==> config.mk <==
export PLATFORM = sky130hd
export DESIGN_NAME = cfg_shift_ctrl
export DESIGN_NICKNAME = d
export VERILOG_FILES = /design/src/rtl/cfg_shift_pkg.sv /design/src/rtl/sync_2ff.sv /design/src/rtl/cfg_shift_ctrl.sv
export SDC_FILE = /design/constraint.sdc
export NUM_CORES = 1
export LEC_CHECK = 0
export CORE_MARGIN = 3
export CORE_UTILIZATION = 30
export DETAILED_ROUTE_END_ITERATION = 10
export GPL_ROUTABILITY_DRIVEN = 0
export HOLD_SLACK_MARGIN = 0.1
export REMOVE_ABC_BUFFERS = 1
export SYNTH_ARGS = -nofsm -noshare
export SYNTH_HDL_FRONTEND = slang
export SYNTH_SLANG_ARGS = --single-unit
==> constraint.sdc <==
create_clock -name S_AXI_ACLK -period 3.7 [get_ports S_AXI_ACLK]
set_input_delay 0.37 -clock S_AXI_ACLK [delete_from_list [all_inputs] [get_ports S_AXI_ACLK]]
set_output_delay 0.37 -clock S_AXI_ACLK [all_outputs]
set_load 0.02 [all_outputs]
==> src/rtl/cfg_shift_pkg.sv <==
// Shared types and constants for the configuration-chain sequencer.
package cfg_shift_pkg;

  typedef enum logic [2:0] {
    ST_IDLE,
    ST_FETCH,
    ST_SHIFT_LO,
    ST_SHIFT_HI,
    ST_FLUSH,
    ST_LOAD_SETUP,
    ST_LOAD,
    ST_DONE
  } state_t;

  // Floor on the config_clk half-period so a readback bit clears the 2-flop synchronizer.
  localparam logic [7:0] H_MIN = 8'd4;

  function automatic int idx_w(input int n);
    return (n > 1) ? $clog2(n) : 1;
  endfunction

endpackage

==> src/rtl/sync_2ff.sv <==
// Two-flop synchronizer for a single asynchronous input, reset to 0.
module sync_2ff (
  input  logic clk,
  input  logic rst_n,
  input  logic d,
  output logic q
);

  logic meta;

  always_ff @(posedge clk or negedge rst_n) begin
    if (!rst_n) begin
      meta <= 1'b0;
      q    <= 1'b0;
    end else begin
      meta <= d;
      q    <= meta;
    end
  end

endmodule

==> src/rtl/cfg_shift_ctrl.sv <==
// Config-chain sequencer: streams buffer words LSB-first into the DUT chain,
// captures synchronized readback into the readback buffer, optionally pulses config_load.
module cfg_shift_ctrl
  import cfg_shift_pkg::*;
#(
  parameter int CFG_BITS = 1024,
  parameter int WORD_W   = 32,
  parameter int ADDR_W   = 5
) (
  input  logic              S_AXI_ACLK,
  input  logic              S_AXI_ARESETN,
  input  logic              start,
  input  logic              abort,
  input  logic [7:0]        clk_div,
  input  logic [15:0]       n_bits,
  input  logic              load_en,
  output logic [ADDR_W-1:0] src_addr,
  input  logic [WORD_W-1:0] src_data,
  output logic              rb_we,
  output logic [ADDR_W-1:0] rb_addr,
  output logic [WORD_W-1:0] rb_data,
  output logic              config_clk,
  output logic              config_in,
  output logic              config_load,
  input  logic              config_out,
  output logic              busy,
  output logic              done,
  output logic              aborted,
  output logic [15:0]       bit_cnt
);

  localparam int         BIT_W = idx_w(WORD_W);
  localparam logic [15:0] N_MAX = 16'(CFG_BITS);

  state_t            state, state_nxt;
  logic [7:0]        h_eff, h_lat, tmr;
  logic [15:0]       n_eff, n_lat;
  logic              ld_lat, fetch_ph;
  logic [WORD_W-1:0] sreg, rb_word, rb_word_nxt;
  logic [BIT_W-1:0]  bit_idx;
  logic              cfg_out_s, cfg_in_nxt;
  logic              tmr_end, last_bit, word_end, busy_st, accept, shift_done;

  sync_2ff u_sync_cfg_out (
    .clk   (S_AXI_ACLK),
    .rst_n (S_AXI_ARESETN),
    .d     (config_out),
    .q     (cfg_out_s)
  );

  assign h_eff      = (clk_div < H_MIN) ? H_MIN : clk_div;
  assign n_eff      = (n_bits > N_MAX) ? N_MAX : n_bits;
  assign bit_idx    = bit_cnt[BIT_W-1:0];
  assign tmr_end    = (tmr == 8'd0);
  assign last_bit   = ((bit_cnt + 16'd1) == n_lat);
  assign word_end   = (bit_idx == BIT_W'(WORD_W - 1));
  assign busy_st    = (state != ST_IDLE) && (state != ST_DONE);
  assign accept     = (state == ST_IDLE) && start && !abort;
  assign shift_done = (state == ST_SHIFT_HI) && tmr_end && (state_nxt != ST_IDLE);

  always_ff @(posedge S_AXI_ACLK or negedge S_AXI_ARESETN) begin
    if (!S_AXI_ARESETN) state <= ST_IDLE;
    else                state <= state_nxt;
  end

  always_comb begin
    state_nxt = state;
    case (state)
      ST_IDLE:       if (accept) state_nxt = (n_eff == 16'd0) ? ST_FLUSH : ST_FETCH;
      ST_FETCH:      if (fetch_ph) state_nxt = ST_SHIFT_LO;
      ST_SHIFT_LO:   if (tmr_end) state_nxt = ST_SHIFT_HI;
      ST_SHIFT_HI: begin
        if (tmr_end) begin
          if (last_bit)      state_nxt = ST_FLUSH;
          else if (word_end) state_nxt = ST_FETCH;
          else               state_nxt = ST_SHIFT_LO;
        end
      end
      // A zero-length transfer never pulses config_load.
      ST_FLUSH:      state_nxt = (ld_lat && (n_lat != 16'd0)) ? ST_LOAD_SETUP : ST_DONE;
      ST_LOAD_SETUP: if (tmr_end) state_nxt = ST_LOAD;
      ST_LOAD:       if (tmr_end) state_nxt = ST_DONE;
      ST_DONE:       state_nxt = ST_IDLE;
      default:       state_nxt = ST_IDLE;
    endcase
    if (abort && busy_st) state_nxt = ST_IDLE;
  end

  always_comb begin
    rb_word_nxt          = rb_word;
    rb_word_nxt[bit_idx] = cfg_out_s;
  end

  // config_in is set on entry to SHIFT_LO and held through SHIFT_HI so it is stable at the rising edge.
  always_comb begin
    cfg_in_nxt = 1'b0;
    if ((state_nxt == ST_SHIFT_LO) || (state_nxt == ST_SHIFT_HI)) begin
      if (state == ST_FETCH)
        cfg_in_nxt = src_data[0];
      else if ((state == ST_SHIFT_HI) && (state_nxt == ST_SHIFT_LO))
        cfg_in_nxt = sreg[1];
      else
        cfg_in_nxt = config_in;
    end
  end

  always_ff @(posedge S_AXI_ACLK or negedge S_AXI_ARESETN) begin
    if (!S_AXI_ARESETN) begin
      h_lat       <= 8'd0;
      n_lat       <= 16'd0;
      ld_lat      <= 1'b0;
      tmr         <= 8'd0;
      fetch_ph    <= 1'b0;
      sreg        <= '0;
      rb_word     <= '0;
      src_addr    <= '0;
      rb_we       <= 1'b0;
      rb_addr     <= '0;
      rb_data     <= '0;
      config_clk  <= 1'b0;
      config_in   <= 1'b0;
      config_load <= 1'b0;
      busy        <= 1'b0;
      done        <= 1'b0;
      aborted     <= 1'b0;
      bit_cnt     <= 16'd0;
    end else begin
      if (state_nxt != state) tmr <= h_lat - 8'd1;
      else if (!tmr_end)      tmr <= tmr - 8'd1;

      fetch_ph <= (state == ST_FETCH) && (state_nxt == ST_FETCH);

      if (accept) begin
        h_lat    <= h_eff;
        n_lat    <= n_eff;
        ld_lat   <= load_en;
        bit_cnt  <= 16'd0;
        aborted  <= 1'b0;
        src_addr <= '0;
        rb_word  <= '0;
      end
      if (abort && busy_st) aborted <= 1'b1;

      if ((state == ST_FETCH) && fetch_ph) sreg <= src_data;

      if (shift_done) begin
        bit_cnt <= bit_cnt + 16'd1;
        sreg    <= sreg >> 1;
        rb_word <= (last_bit || word_end) ? '0 : rb_word_nxt;
        if (word_end && !last_bit) src_addr <= src_addr + ADDR_W'(1);
      end

      // Word flushes on a word boundary or the final bit; upper bits of a partial word stay zero.
      rb_we <= shift_done && (last_bit || word_end);
      if (shift_done && (last_bit || word_end)) begin
        rb_addr <= src_addr;
        rb_data <= rb_word_nxt;
      end

      config_clk  <= (state_nxt == ST_SHIFT_HI);
      config_in   <= cfg_in_nxt;
      config_load <= (state_nxt == ST_LOAD);
      busy        <= (state_nxt != ST_IDLE) && (state_nxt != ST_DONE);
      done        <= (state_nxt == ST_DONE);
    end
  end

endmodule

[Word-level counts from Yosys, hierarchy flattened]
Cells that the tools add are included.
Storage, ports and cells
  logic and storage cells: 109
  input port bits: 62
  output and inout port bits: 65
  register bits: 168
Cells by class
  $lt $le $gt $ge: 4
  $add $sub $neg: 4
  equality and inequality tests: 19
  reductions and logical operators: 27
  muxes and demuxes: 34
Operator list (count)
  $mux 32: 5
  $mux 16: 3
  $bwmux 32: 1
  $mux 3: 9
  $mux 8: 3
  $pmux 3 s8: 1
  $eq 3x3->1 const B: 6
  $add 16x1->16 const B: 1
  $eq 16x16->1: 1
  $gt 16x11->1 const B: 1
  $logic_not 16->1: 1
  $reduce_bool 16->1: 1
  $sub 8x1->8 const B: 2
  $mux 5: 3
  $logic_and 1x1->1: 14
  $eq 3x2->1 const B: 4
  $logic_not 8->1: 1
  $lt 8x3->1 const B: 1
  $eq 3x1->1 const B: 2
  $lt 5x6->1 const B: 1
  $mux 1: 6
  $ne 3x3->1 const B: 2
  $reduce_bool 2->1: 3
  $reduce_bool 3->1: 2
  other kinds (11): 14

[Depth between registers and ports, before layout]
Gate-level depths: netlist (run 1).
  depth after elaboration: 12
  depth in mapped cells: 18

[Hierarchy]
From an unflattened synthesis (run 1), not the netlist that was laid out.
Unflattened totals
  cell total of the unflattened synthesis: 928
  area, all modules: 8565.7 um2
Modules (own cells, without submodules)
  cfg_shift_ctrl: instances 1, area each 8515.7 um2, cells an instance 926, sequential area each 4129.0 um2
  sync_2ff: instances 1, area each 50.0 um2, cells an instance 2, sequential area each 50.0 um2

[Worst setup path before layout (run 1)]
No wires, ideal clock.
  path kind: register to register
  from: register bit_cnt[0]
  to: register tmr[4]
  data arrival time: 3905 ps
  setup time: 123 ps
  setup slack: -327 ps
  required time: 3577 ps
  buffers on the path: 2
  cell stages (with the launch flop): 18
  cell sequence: dfrtp_1 ha_1 clkbuf_1 and3_1 ha_1 xor2_1 nor3_1 o2111ai_1 a211oi_1 and4_1 a211oi_1 o311ai_4 buf_6 mux2i_1 ha_1 nor3b_1 xnor2_1 a21oi_1
Between the ends
  word-level cells in the longest chain between the ends: 8
  elaborated cells between the ends (all ways): 11
RTL lines
  from (decl): RTL line cfg_shift_ctrl.sv:29  | output logic [15:0] bit_cnt
  from (signal assigned): RTL line cfg_shift_ctrl.sv:147  | bit_cnt <= bit_cnt + 16'd1;
  $add 16x1->16 / $eq 5x5->1 (equally long branches): RTL line cfg_shift_ctrl.sv:55, cfg_shift_ctrl.sv:56
  $eq 16x16->1 / $mux 2 (equally long branches): RTL line cfg_shift_ctrl.sv:55, cfg_shift_ctrl.sv:75
  $mux 3 (*): RTL line cfg_shift_ctrl.sv:74  | if (last_bit) state_nxt = ST_FLUSH;
  $mux 3 (*): RTL line cfg_shift_ctrl.sv:73  | if (tmr_end) begin
  $pmux 3 s8 (*): RTL line cfg_shift_ctrl.sv:68  | case (state)
  $mux 3 (*): RTL line cfg_shift_ctrl.sv:86  | if (abort && busy_st) state_nxt = ST_IDLE;
  $ne 3x3->1 (*): RTL line cfg_shift_ctrl.sv:128  | if (state_nxt != state) tmr <= h_lat - 8'd1;
  $ne 2x1->1 (no source line) / $mux 8 (equally long branches)
  to (signal assigned): RTL line cfg_shift_ctrl.sv:128
  to (signal assigned): RTL line cfg_shift_ctrl.sv:129  | else if (!tmr_end) tmr <= tmr - 8'd1;
  to (decl): RTL line cfg_shift_ctrl.sv:36  | logic [7:0] h_eff, h_lat, tmr;
Mark *: on every way between the ends. The rest lies on a longest branch, timed or not.
A chain may end at the register's enable or synchronous reset.

[Final worst setup path (run 1)]
Same ends and word-level chain as after synthesis.

==> results of run 1 <==
[logic make-up after synthesis]
| family | share of synthesized area [%] |
|---|---|
| buf+inv | 3.65 |
| flops | 48.8 |
| fa+ha+maj | 1.02 |
| simple gates | 20.7 |
| compound gates | 18.1 |
| mux | 5.08 |
| xor+xnor | 2.66 |
[repair_timing]
item / 4_1_cts / 5_1_grt
hold endpoints to repair: 74 / 0
setup buffers: 0 / 1
gates resized for setup: 0 / 14
hold buffers: 1 / 0
endpoints found under the setup margin: 0 / 3
[cell usage after synthesis, drive strengths merged, types with 15 or more instances]
cell / instances
o21ai: 118
xor2: 15
a22oi: 35
mux2i: 39
nand3: 35
nor2b: 19
a21oi: 24
o31ai: 23
dfrtp: 167
nor3: 17
buf: 15
nor2: 62
nand2: 159
clkbuf: 47
[power groups by stage]
| stage | registers [W] | clock network (W) | logic (W) |
|---|---|---|---|
| after floorplan | 0.00236 | 0 | 0.000915 |
| after global placement | 0.00240 | 0 | 0.00145 |
| after detailed placement | 0.00240 | 0 | 0.00147 |
| after CTS | 0.00237 | 0.00187 | 0.00148 |
| after global routing | 0.00241 | 0.00194 | 0.00169 |
| final | 0.00238 | 0.00182 | 0.00151 |
[registers in the layout (all words and copies together) (netlist names), 3 cells and up]
signal    flops
rb_data      32
rb_word      32
sreg         31
bit_cnt      16
n_lat        16
h_lat         8
tmr           8
rb_addr       5
src_addr      5
state         3
[cell type report]
| class | instances | share of cell area, % |
|---|---|---|
| antenna | 1 | 0.0226 |
| clock buffer | 17 | 3.85 |
| clock inverter | 14 | 1.48 |
| inverter | 14 | 0.475 |
| multi-input combinational | 685 | 37.7 |
| sequential | 167 | 37.8 |
| tap | 378 | 4.28 |
| timing repair buffer | 170 | 14.5 |
[worst register-to-register path: stages (launching register included)]
cell and delay [ns]:
dfrtp_1 0.40, ha_2 0.21, and3_4 0.19, ha_4 0.22, xor2_1 0.15, nor3_1 0.18
o2111ai_2 0.17, a211oi_2 0.26, and4_1 0.26, a211oi_2 0.10, o311ai_4 0.38, mux2i_1 0.25
ha_2 0.25, nor3b_4 0.20, xnor2_1 0.13, a21oi_1 0.08
[stage by stage]
stage	instances	setup TNS (ns)	hold WS (ns)
after floorplan	866	-52.65	0.0744
after global placement	1412	-0.0575	0.336
after detailed placement	1412	-0.146	0.349
after CTS	1444	0	0.348
after global routing	1446	-0.0858	0.372
final	1446	0	0.359
[final timing paths]
kind	startpoint	end	cells past startpoint
min reg2reg	u_sync_cfg_out.meta	u_sync_cfg_out.q	0
max reg2reg	bit_cnt[0]	tmr[4]	15
max	bit_cnt[0]	tmr[4]	15
min	u_sync_cfg_out.meta	u_sync_cfg_out.q	0
min in group asynchronous	S_AXI_ARESETN	rb_data[10]	2
max in group asynchronous	S_AXI_ARESETN	src_addr[3]	3
[layer usage]
metal,wire length (um),GRT usage [%]
met5,0,0
met4,361,4.65
met3,1740,4.65
met2,10500,23.0
met1,11200,22.5
==> results.yml, run 1 <==
outcome:
  outcome: "complete, no violations"
floorplan:
  fp-row-count: 61
  die_area_um2: 30600
  start_util_pct: 30.7
  core_um2: 27900
  io_pins: 127
  die_w_um: 175
  fp.dieH_um: 175
final_layout:
  fin_area_um2: 11100
  area_growth_pct: 29.1
  drive_gt1_share_pct: 10.2
  final_common_cell: "dfrtp_1"
  seq_area_um2: 4180
  num-fill-cells: 2810
  multi_input_area_um2: 4170
  final_cell_mix: "dfrtp_1, nand2_1, clkdlybuf4s50_1"
  layout.nets: 1124
  final_util_pct: 39.6
global_route:
  grt_first_pass_wirelength_um: 38900
  gr-total-overflow: 0
  grt_max_degree: 78
  grt_use_total_pct: 15.7
  grt_pass1_vias: 7184
  grt_antenna_before_repair: 1
placed_design:
  place_area_um2: 10400
  pre_cts_ws_ns: -0.116
  portBuffers: 126
  hpwl_um: 16100
critical_path:
  crit_chain: "ha_2, and3_4, ha_4, xor2_1, nor3_1, o2111ai_2, a211oi_2, and4_1, a211oi_2, o311ai_4, mux2i_1, ha_2, nor3b_4, xnor2_1, a21oi_1"
  cp_max_fo: 5
  cpPeakStageDelay_ns: 0.40
  required_ns: 4.01
  cp-start-kind: "register"
  slowest_stage: "dfrtp_1"
  path_buf_inv: 0
  cp-end-kind: "register"
  path_class: "register to register"
  crit_arrival_ns: 3.84
  cp_top_family: "compound AO/OA/AOI/OAI gates"
  ff2ff_setup_slack_ns: 0.17
synthesis:
  ys_ff_latch: 167
  synth_area_um2: 8570
  synth_largest_area_cell: "dfrtp_1"
  synth_edf_count: 0
  synthCells: 928
  syn_area_per_cell_um2: 9.23
  synth_flop_cell: "dfrtp_1"
  synthArstFlopShare_pct: 100
  synth.area.top_cells: "dfrtp_1, nand2_1, o21ai_0"
  yosysUniqueCellTypes: 65
  yosysTopAreaCellShare_pct: 48.8
  yosys_warnings: 0
  yosysSeqAreaShare_pct: 48.8
clock_tree:
  clock-sinks: 167
  clkTransAtPathRegs_ns: 0.07
  htreeDepth: 4
  cts_buffers: 17
  clk_path_buf_depth: 2
  cts_tree: "yes"
  cts_root_buf: "clkbuf_16"
  insertion_delay_ns: 0.43
power_and_ir_drop:
  ir_worst_vdd_uv: 260
  p_seq_share_pct: 41.7
  power.density_nw_per_um2: 516
  total_power_w: 0.00570
  switching_share_pct: 33.0
  pwr-share-comb_pct: 26.5
  p_int_w: 0.00382
  p_leak_nw: 4.89
  p_switching_w: 0.00188
  p_clk_share_pct: 31.8
timing:
  final-hold-violation-count: 0
  final-setup-viol-count: 0
  tightest_slew_ns: 1.18
  final.setup_skew_ns: 0.0157
  relSlewSlack_pct: 21.4
  finalWorstSetupSlack_ns: 0.169
  max_freq_ghz: 0.283
  period_share_pct: 95.4
  min_period_ns: 3.53
  slew_viol_final: 0
detailed_routing:
  antenna_left: 0
  drt_first_pass_iters: 4
  wl_per_cell_um: 16.4
  drt-initial-drc-count: 506
  wirelength_um: 23700
  drc_errors: 0
  vias: 7310
  drt-vias-per-instance: 5.06
min_path:
  hp-class: "register to register"
flow_run:
  cap_violations: 0
(Power assumes the default switching activity.)
==> run 2, diff against run 1 <==
--- a/config.mk
+++ b/config.mk
@@ -8,3 +8,3 @@
 export CORE_MARGIN = 3
-export CORE_UTILIZATION = 30
+export CORE_UTILIZATION = 50
 export DETAILED_ROUTE_END_ITERATION = 10
@@ -12,2 +12,3 @@
 export HOLD_SLACK_MARGIN = 0.1
+export PLACE_DENSITY = 0.77
 export REMOVE_ABC_BUFFERS = 1
@@ -15,2 +16,3 @@
 export SYNTH_HDL_FRONTEND = slang
+export SYNTH_HIERARCHICAL = 1
 export SYNTH_SLANG_ARGS = --single-unit
--- a/constraint.sdc
+++ b/constraint.sdc
@@ -3,2 +3,2 @@
 set_output_delay 0.37 -clock S_AXI_ACLK [all_outputs]
-set_load 0.02 [all_outputs]
+set_load 0.1 [all_outputs]
==> run 2 against run 1 <==
Cell area decreased by 1.7%; sequential cell count did not move; synthesized cell count did not move; critical endpoint is now tmr[6]; highest routed layer is now met5.
==> results.yml, run 2 <==
final_layout:
  area_growth_pct: 27.0
  reg.largest.list: "rb_data x32, rb_word x32, sreg x31"
  num-fill-cells: 1376
  final_common_cell: "dfrtp_1"
  diodes: 0
  layout.nets: 1121
  drive_gt1_share_pct: 10.0
  fin_area_um2: 10900
  final_cell_mix: "dfrtp_1, nand2_1, clkdlybuf4s50_1"
global_route:
  grt_max_degree: 89
  grt_first_pass_wirelength_um: 36000
  grt_use_total_pct: 24.1
  grt_pass1_vias: 7150
  gr-total-overflow: 0
  use_met2_pct: 38.2
  grt_antenna_before_repair: 3
  grtUsageMet3_pct: 7.46
  grt_use_met1_pct: 32.4
  busiest_layer: "met2"
clock_tree:
  htreeDepth: 4
  clkTransAtPathRegs_ns: 0.07
  cts_tree: "yes"
  cts_root_buf: "clkbuf_16"
  clk_path_buf_depth: 2
  clock-sinks: 167
  cts_buffers: 17
  insertion_delay_ns: 0.43
placed_design:
  place_area_um2: 10100
  hpwl_um: 14900
  pre_cts_ws_ns: -0.0545
  portBuffers: 126
timing:
  min_period_ns: 3.47
  slew_viol_final: 0
  final-hold-violation-count: 0
  relSlewSlack_pct: 32.0
  max_freq_ghz: 0.288
  finalWorstSetupSlack_ns: 0.229
  final-setup-viol-count: 0
  tightest_slew_ns: 1.02
  final.setup_skew_ns: 0.00858
  period_share_pct: 93.8
floorplan:
  die_w_um: 137
  core_um2: 16700
  die_area_um2: 18700
  io_pins: 127
  fp.dieH_um: 137
  fp-row-count: 47
  start_util_pct: 51.3
synthesis:
  synthArstFlopShare_pct: 100
  ys_ff_latch: 167
  synthCells: 928
  yosys-top-cells-count: "dfrtp_1, nand2_1, o21ai_0, nor2_1, clkbuf_1"
  synth_flop_cell: "dfrtp_1"
  synth_area_um2: 8570
  synth_largest_area_cell: "dfrtp_1"
  synth.area.top_cells: "dfrtp_1, nand2_1, o21ai_0"
  yosysTopAreaCellShare_pct: 48.8
  syn_area_per_cell_um2: 9.23
  yosysMostFrequentCell: "dfrtp_1"
  yosysUniqueCellTypes: 65
  yosysSeqAreaShare_pct: 48.8
  yosys_warnings: 6
  synth_edf_count: 0
critical_path:
  path_class: "register to register"
  crit_arrival_ns: 3.81
  required_ns: 4.04
  cp-start-kind: "register"
  cp_max_fo: 9
  cp-end-kind: "register"
power_and_ir_drop:
  p_leak_nw: 4.89
  ir_worst_vdd_uv: 532
  total_power_w: 0.00591
  power.density_nw_per_um2: 543
detailed_routing:
  drt-initial-drc-count: 584
  drt_first_pass_iters: 5
  wirelength_um: 21900
  antenna_left: 0
  drt-vias-per-instance: 5.77
  drc_errors: 0
  wl_per_cell_um: 17.0
  vias: 7419
min_path:
  hp-class: "register to register"
outcome:
  outcome: "complete, no violations"
flow_run:
  cap_violations: 0
## run 2: cell counts after synthesis
Identical to the previous run, type by type.
## run 2: routing by layer
metal  wire, um  vias up  share of wire [%]
li1           -     3552                  -
met1       9540     3584                 44
met2      10400      249                 48
met3       1640       28                7.5
met4        283        6                1.3
met5         36        -               0.16
## run 2: cell type report
cell class              instances  area [um^2]  share of cell area, %
clock inverters                13          171                   1.58
inverters                      14         56.3                  0.518
clock buffers                  19          453                   4.17
flip-flops and latches        167         4180                   38.4
well taps                     220          275                   2.53
multi-input cells             685         4160                   38.2
repair buffers                167         1580                   14.6
## run 2: worst paths after layout
path | slack (ns) | cells after the start | startpoint | to
worst min-delay path | 0.36 | 0 | u_sync_cfg_out/meta | u_sync_cfg_out/q
worst max register to register | 0.23 | 13 | bit_cnt[0] | tmr[6]
max in group asynchronous | 2.26 | 3 | S_AXI_ARESETN | bit_cnt[14]
worst max-delay path | 0.23 | 13 | bit_cnt[0] | tmr[6]
worst min register to register | 0.36 | 0 | u_sync_cfg_out/meta | u_sync_cfg_out/q
min in group asynchronous | 0.57 | 2 | S_AXI_ARESETN | rb_data[10]
## run 2: kinds of logic (layout without fill, tap and decap cells)
group	after synthesis	after routing	share of synthesized area, %
buf+inv	76	213	3.65
compound gates	244	244	18.1
simple gates	365	365	20.7
fa+ha+maj	7	7	1.02
flops	167	167	48.8
xor+xnor	26	26	2.66
mux	43	43	5.08
## run 2: per-stage QoR
stage | hold slack, ns | instances | util (%) | setup TNS (ns)
6_report | 0.356 | 1285 | 65.1 | 0
5_1_grt | 0.368 | 1285 | 65.1 | -0.00527
4_1_cts | 0.359 | 1281 | 64.5 | 0
3_5_place_dp | 0.343 | 1248 | 60.7 | -0.0616
3_3_place_gp | 0.333 | 1248 | 60.7 | 0
2_1_floorplan | 0.0744 | 866 | - | -77.94
## run 2: critical path, cell delays in order, from the launching register on
cell and delay (ns):
dfrtp_1 0.37, buf_4 0.17, and4_1 0.36, a21boi_2 0.11, or4_4 0.56, a22oi_4 0.16
and4_1 0.24, a211oi_2 0.09, o311ai_4 0.38, mux2i_1 0.25, ha_2 0.23, nand2_1 0.08
xor2_1 0.14, o31ai_1 0.24
## run 2: timing repair
action | CTS | global route
endpoints found under the setup margin | 0 | 2
hold endpoints to repair | 86 | 0
gates resized for setup | 0 | 12
hold buffers | 1 | 0
setup buffers | 0 | 4
## run 2: power breakdown
group | switching (W) | total, W | internal (W)
clock network | 0.000753 | 0.00186 | 0.00111
registers | 0.000250 | 0.00237 | 0.00212
logic | 0.000987 | 0.00168 | 0.000691
total | 0.00199 | 0.00591 | 0.00392
